File: config.mk
export PLATFORM = sky130hd
export DESIGN_NAME = uart_tx_core
export DESIGN_NICKNAME = d
export VERILOG_FILES = /design/src/rtl/uart_pkg.sv /design/src/rtl/uart_baud_gen.sv /design/src/rtl/uart_tx_core.sv
export SDC_FILE = /design/constraint.sdc
export NUM_CORES = 1
export LEC_CHECK = 0
export CORE_MARGIN = 2
export CORE_UTILIZATION = 50
export DETAILED_ROUTE_END_ITERATION = 10
export PLACE_DENSITY = 0.82
export SETUP_SLACK_MARGIN = 0.15
export SLEW_MARGIN = 20
export SYNTH_ARGS = -nofsm -noshare
export SYNTH_HDL_FRONTEND = slang
export SYNTH_SLANG_ARGS = --single-unit
File: constraint.sdc
create_clock -name clk -period 5 [get_ports clk]
set_input_delay 1 -clock clk [delete_from_list [all_inputs] [get_ports clk]]
set_output_delay 1 -clock clk [all_outputs]
set_load 0.005 [all_outputs]
File: src/rtl/uart_pkg.sv
// Shared constants for the UART transmitter: register address map,
// status bit positions and frame state encoding.
package uart_pkg;

    localparam logic [1:0] ADDR_STATUS  = 2'b00;
    localparam logic [1:0] ADDR_INTMASK = 2'b01;
    localparam logic [1:0] ADDR_DATA    = 2'b10;
    localparam logic [1:0] ADDR_BAUD    = 2'b11;

    localparam int ST_TXE  = 0;
    localparam int ST_BUSY = 1;
    localparam int ST_OVR  = 2;

    typedef enum logic [2:0] {
        IDLE   = 3'd0,
        START  = 3'd1,
        DATA   = 3'd2,
        PARITY = 3'd3,
        STOP   = 3'd4
    } uart_state_e;

endpackage

File: src/rtl/uart_baud_gen.sv
// Bit-period generator: latches the divisor on restart and pulses bit_done
// on the last cycle of each PRESCALE*(divisor+1)-cycle bit period.
module uart_baud_gen #(
    parameter int PRESCALE = 16
) (
    input  logic       clk,
    input  logic       reset_n,
    input  logic       restart,
    input  logic [7:0] divisor,
    output logic       bit_done
);

    localparam int CW = $clog2(PRESCALE * 256);
    localparam int PW = CW + 1;

    logic [7:0]    div_q, div_d;
    logic [CW-1:0] cnt_q, cnt_d;
    logic [PW-1:0] period;

    always_comb begin
        period   = PW'(PRESCALE) * (PW'(div_q) + PW'(1));
        bit_done = ({1'b0, cnt_q} == (period - PW'(1)));
        div_d    = div_q;
        cnt_d    = cnt_q + CW'(1);
        // The working divisor only changes at a frame load, so mid-frame
        // register writes cannot stretch or shrink the current frame.
        if (restart) begin
            div_d = divisor;
            cnt_d = '0;
        end else if (bit_done) begin
            cnt_d = '0;
        end
    end

    always_ff @(posedge clk or negedge reset_n) begin
        if (!reset_n) begin
            div_q <= '0;
            cnt_q <= '0;
        end else begin
            div_q <= div_d;
            cnt_q <= cnt_d;
        end
    end

endmodule

File: src/rtl/uart_tx_core.sv
// Register-backed 8-bit UART transmitter with one holding buffer and
// masked-status interrupt. Define UART_TX_PARITY_EN for an even parity bit.
module uart_tx_core
    import uart_pkg::*;
#(
    parameter int PRESCALE = 16
) (
    input  logic       clk,
    input  logic       reset_n,
    input  logic       wr,
    input  logic [1:0] addr,
    input  logic [7:0] wdata,
    output logic       tx,
    output logic [7:0] status_out,
    output logic [7:0] intmask_out,
    output logic       irq
);

    uart_state_e state_q, state_d;
    logic [7:0]  hold_q, hold_d;
    logic        hold_full_q, hold_full_d;
    logic [7:0]  shift_q, shift_d;
    logic [2:0]  bit_cnt_q, bit_cnt_d;
    logic        tx_q, tx_d;
    logic        ovr_q, ovr_d;
    logic [7:0]  intmask_q, intmask_d;
    logic [7:0]  divisor_q, divisor_d;
`ifdef UART_TX_PARITY_EN
    logic        parity_q, parity_d;
`endif

    logic load;
    logic wr_data;
    logic accept;
    logic bit_done;

    uart_baud_gen #(
        .PRESCALE(PRESCALE)
    ) u_baud (
        .clk     (clk),
        .reset_n (reset_n),
        .restart (load),
        .divisor (divisor_q),
        .bit_done(bit_done)
    );

    always_comb begin
        load    = hold_full_q && ((state_q == IDLE) || ((state_q == STOP) && bit_done));
        wr_data = wr && (addr == ADDR_DATA);
        // A write on the edge the shifter drains the holding buffer is accepted.
        accept  = wr_data && (!hold_full_q || load);

        state_d     = state_q;
        hold_d      = hold_q;
        hold_full_d = hold_full_q;
        shift_d     = shift_q;
        bit_cnt_d   = bit_cnt_q;
        tx_d        = tx_q;
        ovr_d       = ovr_q;
        intmask_d   = intmask_q;
        divisor_d   = divisor_q;
`ifdef UART_TX_PARITY_EN
        parity_d    = parity_q;
`endif

        if (wr && (addr == ADDR_INTMASK)) intmask_d = wdata;
        if (wr && (addr == ADDR_BAUD))    divisor_d = wdata;
        if (wr && (addr == ADDR_STATUS) && wdata[ST_OVR]) ovr_d = 1'b0;
        if (wr_data && !accept)           ovr_d = 1'b1;

        if (load)   hold_full_d = 1'b0;
        if (accept) begin
            hold_d      = wdata;
            hold_full_d = 1'b1;
        end

        case (state_q)
            IDLE: begin
                tx_d = 1'b1;
            end
            START: begin
                if (bit_done) begin
                    state_d   = DATA;
                    tx_d      = shift_q[0];
                    shift_d   = {1'b0, shift_q[7:1]};
                    bit_cnt_d = 3'd0;
                end
            end
            DATA: begin
                if (bit_done) begin
                    if (bit_cnt_q == 3'd7) begin
`ifdef UART_TX_PARITY_EN
                        state_d = PARITY;
                        tx_d    = parity_q;
`else
                        state_d = STOP;
                        tx_d    = 1'b1;
`endif
                    end else begin
                        tx_d      = shift_q[0];
                        shift_d   = {1'b0, shift_q[7:1]};
                        bit_cnt_d = bit_cnt_q + 3'd1;
                    end
                end
            end
            PARITY: begin
                if (bit_done) begin
                    state_d = STOP;
                    tx_d    = 1'b1;
                end
            end
            STOP: begin
                if (bit_done) begin
                    state_d = IDLE;
                    tx_d    = 1'b1;
                end
            end
            default: begin
                state_d = IDLE;
                tx_d    = 1'b1;
            end
        endcase

        // Load overrides the IDLE/STOP outcome so back-to-back frames have no gap.
        if (load) begin
            state_d = START;
            shift_d = hold_q;
            tx_d    = 1'b0;
`ifdef UART_TX_PARITY_EN
            parity_d = ^hold_q;
`endif
        end
    end

    always_ff @(posedge clk or negedge reset_n) begin
        if (!reset_n) begin
            state_q     <= IDLE;
            hold_q      <= '0;
            hold_full_q <= 1'b0;
            shift_q     <= '0;
            bit_cnt_q   <= '0;
            tx_q        <= 1'b1;
            ovr_q       <= 1'b0;
            intmask_q   <= '0;
            divisor_q   <= '0;
`ifdef UART_TX_PARITY_EN
            parity_q    <= 1'b0;
`endif
        end else begin
            state_q     <= state_d;
            hold_q      <= hold_d;
            hold_full_q <= hold_full_d;
            shift_q     <= shift_d;
            bit_cnt_q   <= bit_cnt_d;
            tx_q        <= tx_d;
            ovr_q       <= ovr_d;
            intmask_q   <= intmask_d;
            divisor_q   <= divisor_d;
`ifdef UART_TX_PARITY_EN
            parity_q    <= parity_d;
`endif
        end
    end

    always_comb begin
        status_out          = 8'h00;
        status_out[ST_TXE]  = !hold_full_q;
        status_out[ST_BUSY] = (state_q != IDLE);
        status_out[ST_OVR]  = ovr_q;
    end

    assign tx          = tx_q;
    assign intmask_out = intmask_q;
    assign irq         = |(status_out & intmask_q);

endmodule

# Yosys cells after proc, flatten, opt, wreduce, memory -nomap -nowiden

Index checks and enable logic that the tools add are counted.

Register bits: 61
Input bits: 13
Output and inout bits: 18
Word-level logic and storage cells: 89

Add/sub/neg operators: 4
Equal/unequal tests: 20
Mux-type cells: 27
Bitwise operators: 1
Reductions and logical operators: 26

Operators with widths:

| operator                | number |
|---|---|
| $mux W8                 | 4 |
| $mux W12                | 2 |
| $mux W3                 | 8 |
| $ne A3 B3 Y1 const B    | 6 |
| $pmux W8 S2             | 1 |
| $pmux W3 S5             | 1 |
| $eq A12 B13 Y1          | 1 |
| $sub A13 B1 Y13 const B | 1 |
| $add A12 B1 Y12 const B | 1 |
| $add A8 B1 Y9 const B   | 1 |
| $logic_and A1 B1 Y1     | 9 |
| $mux W1                 | 9 |
| $and A3 B8 Y8           | 1 |
| $ne A2 B2 Y1 const B    | 4 |
| $reduce_and A4 Y1       | 2 |
| $reduce_or A8 Y1        | 1 |
| $eq A3 B2 Y1 const B    | 2 |
| $eq A3 B3 Y1 const B    | 2 |
| $pmux W3 S2             | 1 |
| $reduce_and A6 Y1       | 1 |
| $reduce_bool A2 Y1      | 3 |
| $reduce_bool A3 Y1      | 2 |
| $eq A2 B2 Y1 const B    | 2 |
| $add A3 B1 Y3 const B   | 1 |
| 10 further kinds        | 12 |

# Logic depth before layout (Yosys ltp)

Gate-level depths: netlist of the first run.

Depth after elaboration: 11
Depth in mapped cells: 11
Gate-level depth less buffers: 9

# By module

Synthesis of the first run repeated with hierarchy kept, for this count alone.

Cells, all modules: 287
Area, all modules: 3216.8 µm²

Modules (own cells, without submodules):

| module        | times used | cells an instance | area each (µm²) | seq. area each (µm²) |
|---|---|---|---|---|
| uart_tx_core  | 1          | 144               | 1883.1          | 1027.2 |
| uart_baud_gen | 1          | 143               | 1333.8          | 500.5 |

# Worst setup path after synthesis of the first run

No wires, ideal clock.

Path type: reg2reg
Start: register u_baud.div_q[1]
End: register shift_q[2]
Library setup time: 0.125 ns
Arrival time: 3.122 ns
Data required time: 4.875 ns
Slack: 1.754 ns
Cell stages (with the launch flop): 10
Path buffers: 1
Clock period less this slack: 3.246 ns
Cell sequence: dfrtp_1 > ha_1 > nand2b_4 > or4_4 > o32ai_4 > o221ai_2 > nor4b_2 > buf_6 > mux2_1 > mux2_2

Word-level cells in the longest chain between the ends: 8
Elaborated cells on any way between the ends: 12
Classes of those cells: add/sub (2); eq/ne (4); mux (1); reduce/logical (5)

RTL lines:

| what                                                                | RTL line            | source |
|---|---|---|
| start: declaration                                                  | uart_baud_gen.sv:16 | `logic [7:0] div_q, div_d;` |
| start signal: assignment                                            | uart_baud_gen.sv:40 | `div_q <= div_d;` |
| $add A8 B1 Y9 (*)                                                   | uart_baud_gen.sv:21 | `period = PW'(PRESCALE) * (PW'(div_q) + PW'(1));` |
| $sub A13 B1 Y13 (*)                                                 | uart_baud_gen.sv:22 | `bit_done = ({1'b0, cnt_q} == (period - PW'(1)));` |
| $eq A12 B13 Y1 (*)                                                  | uart_baud_gen.sv:22 |  |
| $logic_and A1 B1 Y1                                                 | uart_tx_core.sv:48  | `load = hold_full_q && ((state_q == IDLE) \|\| ((state_q == STOP) && bit_done));` |
| $logic_or A1 B1 Y1                                                  | uart_tx_core.sv:48  |  |
| $logic_and A1 B1 Y1                                                 | uart_tx_core.sv:48  |  |
| $ne A3 B3 Y1 (no source line) or $reduce_bool A3 Y1 (tied branches) | --                  |  |
| $reduce_and A4 Y1 (no source line)                                  | --                  |  |
| end signal: assignment                                              | uart_tx_core.sv:153 | `shift_q <= shift_d;` |
| end: declaration                                                    | uart_tx_core.sv:22  | `logic [7:0] shift_q, shift_d;` |

Every way passes the cells marked *; elsewhere a longest branch is shown, timed or not.
A chain may end at the register's enable or synchronous reset.

# Worst setup path after layout of the first run

Start: register u_baud.div_q[0]
End: register u_baud.div_q[7]

Word-level cells in the longest chain between the ends: 6

RTL lines:

| what                | RTL line |
|---|---|
| $add A8 B1 Y9       | uart_baud_gen.sv:21 |
| $sub A13 B1 Y13     | uart_baud_gen.sv:22 |
| $eq A12 B13 Y1      | uart_baud_gen.sv:22 |
| $logic_and A1 B1 Y1 | uart_tx_core.sv:48 |
| $logic_or A1 B1 Y1  | uart_tx_core.sv:48 |
| $logic_and A1 B1 Y1 | uart_tx_core.sv:48 |

Every way passes these cells.

==> results of run 1 <==
routing by layer:
metal  vias to the layer above  global-route usage [%]
met3                        10                    4.29
met5                         -                       0
met1                      1236                    26.9
li1                       1249                       -
met2                        84                    31.8
met4                         0                    7.30
report_power, final:
| part | total [mW] | internal, mW | leakage [nW] | switching [mW] |
|---|---|---|---|---|
| Clock | 0.494 | 0.293 | 0.112 | 0.201 |
| Sequential | 0.824 | 0.637 | 0.702 | 0.186 |
| Combinational | 0.722 | 0.386 | 0.903 | 0.336 |
| Total | 2.04 | 1.32 | 1.72 | 0.723 |
worst max-delay path: stages (launching register included):
cell	delay [ps]
dfrtp_1	520
ha_1	450
nand2b_4	190
or4_4	540
o32ai_4	270
o221ai_2	210
o31ai_4	280
buf_4	270
nand3_4	280
mux2_4	400
cells by family after synthesis:
family,synth area share (%)
simple gates,18.2
fa+ha+maj,1.39
buf+inv,5.63
compound gates,11.1
flops,42.4
xor+xnor,5.11
mux,16.0
other cells,0.104
stage by stage:
step | power (mW) | hold WS, ps | setup slack (ps) | util, % | instances
final | 2.04 | 488 | 1460 | 59.2 | 460
after global routing | 2.17 | 508 | 1240 | 59.2 | 460
after CTS | 2.05 | 490 | 1430 | 59.2 | 460
after detailed placement | 1.55 | 480 | 1440 | 55.9 | 444
after global placement | 1.51 | 470 | 1550 | 55.9 | 444
after floorplan | 1.38 | 448 | 1750 | - | 341
layout make-up:
type                    instances  area, sq um
well taps                      96          120
repair buffers                 28          268
flip-flops and latches         61         1530
fillers                       539         2800
clock buffers                  10          138
multi-input cells             249         1890
clock inverters                 6         86.3
inverters                      10         37.5
registers in the layout (all words and copies together) (netlist names):
register and count:
bit_cnt_q 3, divisor_q 8, hold_full_q 1, hold_q 8, intmask_out 8, ovr_q 1
shift_q 8, state_q 3, tx 1, u_baud.cnt_q 12, u_baud.div_q 8
placed cells by master (no fill, tap or decap), drive strengths merged, types with 5 or more instances in the layout:
| cell | count |
|---|---|
| nand2 | 25 |
| a21oi | 13 |
| nand3 | 10 |
| nor2 | 32 |
| and3 | 11 |
| clkdlybuf4s50 | 24 |
| mux2i | 7 |
| inv | 10 |
| xnor2 | 9 |
| mux2 | 42 |
| dfrtp | 60 |
| clkbuf | 10 |
| o21ai | 13 |
| and4 | 8 |
| xor2 | 12 |
| conb | 5 |
| or3 | 9 |
final timing paths:
kind	start	to	slack [ps]	depth (start not counted)
min in group asynchronous	reset_n	bit_cnt_q[1]	820	2
hold / removal	u_baud.cnt_q[0]	u_baud.cnt_q[0]	490	1
max in group asynchronous	reset_n	divisor_q[0]	3670	2
setup / recovery	u_baud.div_q[0]	u_baud.div_q[7]	1460	9
setup reg to reg	u_baud.div_q[0]	u_baud.div_q[7]	1460	9
hold reg to reg	u_baud.cnt_q[0]	u_baud.cnt_q[0]	490	1
==> metrics.md, run 1 <==
| Metric | Value |
|---|---|
| Mapped Cells | 337 |
| Hold WC Path Type | reg -> reg |
| Die Footprint | 0.00790 sq mm |
| Yosys reg bits | 61 |
| Max VDD drop | 0.295 mV |
| Routed wl met3 | 453 microns |
| Final Max Tran Viols | 0 |
| Crit Path Max Fanout | 20 |
| Post-route ant nets | 0 |
| YS warnings | 0 |
| Status | completed |
| CP endpoint kind | flop |
| TritonCTS Buffers | 9 |
| Most frequent cells after synthesis | 60 x dfrtp_1, 32 x nor2_1, 28 x mux2_2, 25 x nand2_1, 13 x o21ai_0 |
| CORE AREA | 0.00687 sq mm |
| Cts hold-fix bufs | 0 |
| Fin nets | 376 |
| Clk sinks | 61 |
| Area grow syn2layout | 12.9% |
| Overall routed net length | 7230 microns |
| Top-level I/O count | 31 |
| Hpwl dp | 5120 microns |
| # setup viols final | 0 |
| Clk_lat worst skew | 350 ps |
| Setup bufs post-CTS | 0 |
| Crit start category | flop |
| Largest area contributor in the netlist | dfrtp_1 |
| Fmax achieved | 283 MHz |
| Routed WL per cell | 15.7 microns |
| Worst slew pin tran | 939 ps |
| Tot GR Track Use | 20.0% |
| Cell Area, Synth | 0.00360 sq mm |
| Clock skew | 16.8 ps |
| Post-route design area | 0.00407 sq mm |
| Gr ovfl total | 0 |
| Netlist cell types | 61 |
| Reg clk slew, reported paths | 80 ps |
| Share of flip-flops with an asynchronous set or reset | 100% |
| Num rows | 30 |
| Crit path DAT | 3750 ps |
| Drt first pass iters | 4 |
| Initial Util | 52.4% |
| Fin crit share | 70.8% |
| WS Path Type | reg -> reg |
| GP Congestion | 0.877 |
| Root buf cell | clkbuf_8 |
| Cts repair resizes | 0 |
| Share of the synthesized area in the top cell type | 41.7% |
| Share of layout cells above drive strength 1 | 22.5% |
| Most instantiated library cell after synthesis | dfrtp_1 |
| Pin count of the biggest net entering global routing | 62 |
| Fin. Hold Viols | 0 |
| Die width | 88.9 microns |
| Tmin final | 3540 ps |
| Leakage | 1.72 nW |
| Initial DRC count | 155 |
| Syn_area_per_cell | 10.7 sq um |
| Pwr Density | 502 mW/mm^2 |
| Number of global-route vias before repair | 2569 |
| Via density | 5.61 |
| Post-synth EDFFs | 0 |
| Global-route wire length before repair | 12200 microns |
| Max-Cap Viols | 0 |
| H-tree Lvls | 3 |
| Port Buffers | 25 |
| Wl on met1 | 3150 microns |
| Highest metal used | met4 |
| Seq/Total Area, Yosys | 42.4% |
| Die Ht | 88.9 microns |
| Ys flop type | dfrtp_1 |
| CTS tree | yes |
| Ant diodes | 0 |
| TNS Setup | 0 ps |
| Met2 WL post-DR | 3540 microns |
| Initial antenna violation count | 0 |
| Routed vias | 2579 |
| DRC viols | 0 |
| Clock buffer depth | 2 |
| Worst EP required | 5220 ps |
| Max-Slew Margin vs Limit | 37.3% |
| RSZ-0062 raised after global routing | no |
| Top post-synthesis cells by area | dfrtp_1 42%, mux2_2 8.8%, mux2_4 3.8% |
| DP Area | 0.00384 sq mm |
Note: power is estimated with default switching activity, not from simulation.
==> run 2, diff against run 1 <==
- PLACE_DENSITY: 0.82 -> 0.84
- clock period: 5 -> 3.2 ns (I/O delays scaled with it)
==> run 2 against run 1 <==
Net effect:
- sequential power rose by 50%
- die area did not move
- fmax rose by 14%
- sequential cell count did not move
- cell count rose by 4.8%
- sequential share of layout area fell by 2.0 points
- via count rose by 7.2%
- wire length rose by 16%
- setup slack got worse by 1400 ps
- first-iteration DRC count rose by 40%
- critical path type unchanged
- critical endpoint is now shift_q[5]
- largest cell class unchanged
==> metrics.md, run 2 (synthesis gave the netlist of run 1 again) <==
| Metric | Value |
|---|---|
| Hpwl dp | 5300 microns (+3.4%) |
| Post-route ant nets | 0 (unchanged) |
| Initial Util | 52.4% (unchanged) |
| Clk_lat worst skew | 340 ps (about the same) |
| Die width | 88.9 microns (unchanged) |
| Crit path DAT | 3330 ps (-420 ps) |
| Max VDD drop | 0.431 mV (+46%) |
| Fin crit share | 97.1% (+26 points) |
| Combinational share of power | 44.2% (+8.8 points) |
| Register share of total power | 37.2% (-3.2 points) |
| Fin. Hold Viols | 0 (unchanged) |
| Port Buffers | 25 (unchanged) |
| Most frequent cells in the layout | 57 x dfrtp_1, 32 x nor2_1, 25 x nand2_1 |
| Leakage | 1.87 nW (+9.0%) |
| CP endpoint kind | flop |
| Fill cells | 510 (-5.4%) |
| Sw Ratio | 37.1% (+1.7 points) |
| R2R setup slack | 90 ps (-1370 ps) |
| Pwr Density | 774 mW/mm^2 (+54%) |
| Crit Path Max Fanout | 11 (-45%) |
| Routed vias | 2764 (+7.2%) |
| Clk sinks | 61 (unchanged) |
| Initial DRC count | 217 (+40%) |
| Tot Pwr | 3.33 mW (+63%) |
| Max-Cap Viols | 0 (unchanged) |
| Psw | 1.24 mW (+71%) |
| Initial antenna violation count | 0 (unchanged) |
| Num rows | 30 (unchanged) |
| Reg clk slew, reported paths | 70 ps (about the same) |
| GP Congestion | 0.852 (-2.7%) |
| Overall routed net length | 8410 microns (+16%) |
| H-tree Lvls | 3 (unchanged) |
| Worst slew pin tran | 770 ps (-169 ps) |
| Ant diodes | 0 (unchanged) |
| Max-Slew Margin vs Limit | 48.7% (+11 points) |
| WS Path Type | reg -> reg |
| Int Power | 2.09 mW (+59%) |
| Register bank with the most flops | u_baud.cnt_q |
| Tot GR Track Use | 21.8% (+1.8 points) |
| Number of flip-flops in the largest register | 12 (unchanged) |
| Tmin final | 3110 ps (-432 ps) |
| Top-level I/O count | 31 (unchanged) |
| TNS Setup | 0 ps (unchanged) |
| CTS tree | yes |
| CORE AREA | 0.00687 sq mm (unchanged) |
| Gr ovfl total | 0 (unchanged) |
| # setup viols final | 0 (unchanged) |
| Hold WC Path Type | in -> async |
| Die Ht | 88.9 microns (unchanged) |
| Area grow syn2layout | 19.5% |
| Clock skew | 6.71 ps (-10.1 ps) |
| Pin count of the biggest net entering global routing | 62 (unchanged) |
| Die Footprint | 0.00790 sq mm (unchanged) |
| Fmax achieved | 322 MHz (+14%) |
| Drt first pass iters | 4 (unchanged) |
| RSZ-0062 raised after global routing | yes |
| Via density | 5.73 (+2.3%) |
| Commonest non-fill, non-tap cell in the layout | dfrtp_1 |
| Crit start category | flop |
| DRC viols | 0 (unchanged) |
| Clock Power Share | 18.6% (-5.6 points) |
| Fin nets | 398 (+5.9%) |
| Worst EP required | 3420 ps (-1800 ps) |
| Final Util | 62.7% (+3.5 points) |
| Share of layout cells above drive strength 1 | 29.3% (+6.7 points) |
| TritonCTS Buffers | 9 (unchanged) |
| Final Max Tran Viols | 0 (unchanged) |
| Number of global-route vias before repair | 2702 (+5.2%) |
| Global-route wire length before repair | 13000 microns (+6.1%) |
| Status | completed |
| Routed WL per cell | 17.5 microns (+11%) |
| Clock buffer depth | 2 (unchanged) |
| Root buf cell | clkbuf_8 |
-- run 2: changes by cell type in the layout (fill, tap and decap cells not counted), moves of 2 or more --
cell | previous run | this run
buf_4 | 3 | 18
mux2_4 | 9 | 18
buf_6 | 0 | 7
mux2_2 | 28 | 23
mux2_1 | 5 | 1
dfrtp_1 | 60 | 57
dfrtp_2 | 0 | 3
bufinv_16 | 2 | 0
-- run 2: power groups by stage --
| stage | clock network [mW] | logic, mW | registers (mW) |
|---|---|---|---|
| 6_report | 0.618 | 1.47 | 1.24 |
| 5_1_grt | 0.668 | 1.59 | 1.27 |
| 4_1_cts | 0.622 | 1.31 | 1.22 |
| 3_5_place_dp | 0 | 1.29 | 1.24 |
| 3_3_place_gp | 0 | 1.25 | 1.22 |
| 2_1_floorplan | 0 | 1.04 | 1.16 |
-- run 2: cell type report --
class / count / area [sq um] / area share [%]
clock inverter: 4 / 22.5 / 0.523
timing repair buffer: 50 / 459 / 10.7
tap: 96 / 120 / 2.79
multi-input combinational: 249 / 1980 / 46.0
clock buffer: 12 / 155 / 3.60
inverter: 10 / 37.5 / 0.872
sequential: 61 / 1530 / 35.6
-- run 2: routing by layer --
layer | wire length (microns) | up-vias | track usage (%)
li1 | - | 1281 | -
met1 | 3680 | 1373 | 29.6
met2 | 4160 | 94 | 33.0
met3 | 410 | 16 | 5.50
met4 | 159 | 0 | 9.37
met5 | 0 | - | 0
-- run 2: through the flow --
step                hold slack [ps]  worst slack (ps)  instances  area [sq um]
global route                    514             -9.47        482          4300
finish                          444              94.2        482          4300
CTS                             483               126        470          4130
global placement                470               188        450          3920
detailed placement              474              84.9        450          3920
floorplan                       344               161        341          3650
-- run 2: what timing repair did --
| action | CTS | global route |
|---|---|---|
| buffers inserted | 3 | 11 |
| gates resized for setup | 2 | 27 |
| hold buffers | 0 | 0 |
| pin swaps | 2 | 7 |
| endpoints found under the setup margin | 18 | 35 |
| gates cloned | 1 | 1 |
-- run 2: final timing paths --
check | startpoint | end | cells past startpoint
hold reg to reg | u_baud.cnt_q[0] | u_baud.cnt_q[0] | 1
hold / removal | reset_n | bit_cnt_q[2] | 2
setup / recovery | u_baud.div_q[0] | shift_q[5] | 12
min in group clk | u_baud.cnt_q[0] | u_baud.cnt_q[0] | 1
max in group asynchronous | reset_n | u_baud.div_q[4] | 2
setup reg to reg | u_baud.div_q[0] | shift_q[5] | 12
-- run 2: worst max-delay path, cell delays in order (launching register included) --
cell	delay (ps)
dfrtp_1	410
buf_4	190
and3_1	210
a311oi_2	350
a31oi_1	130
o32ai_4	330
buf_4	180
a21oi_4	80
nor4b_4	250
buf_6	160
buf_6	120
mux2_4	300
mux2_4	260
==> run 3, diff against run 2 <==
- ABC_CLOCK_PERIOD_IN_PS: not set -> 3200
==> results of run 3 <==
Final layout, timing and power as in run 2 (identical DEF).
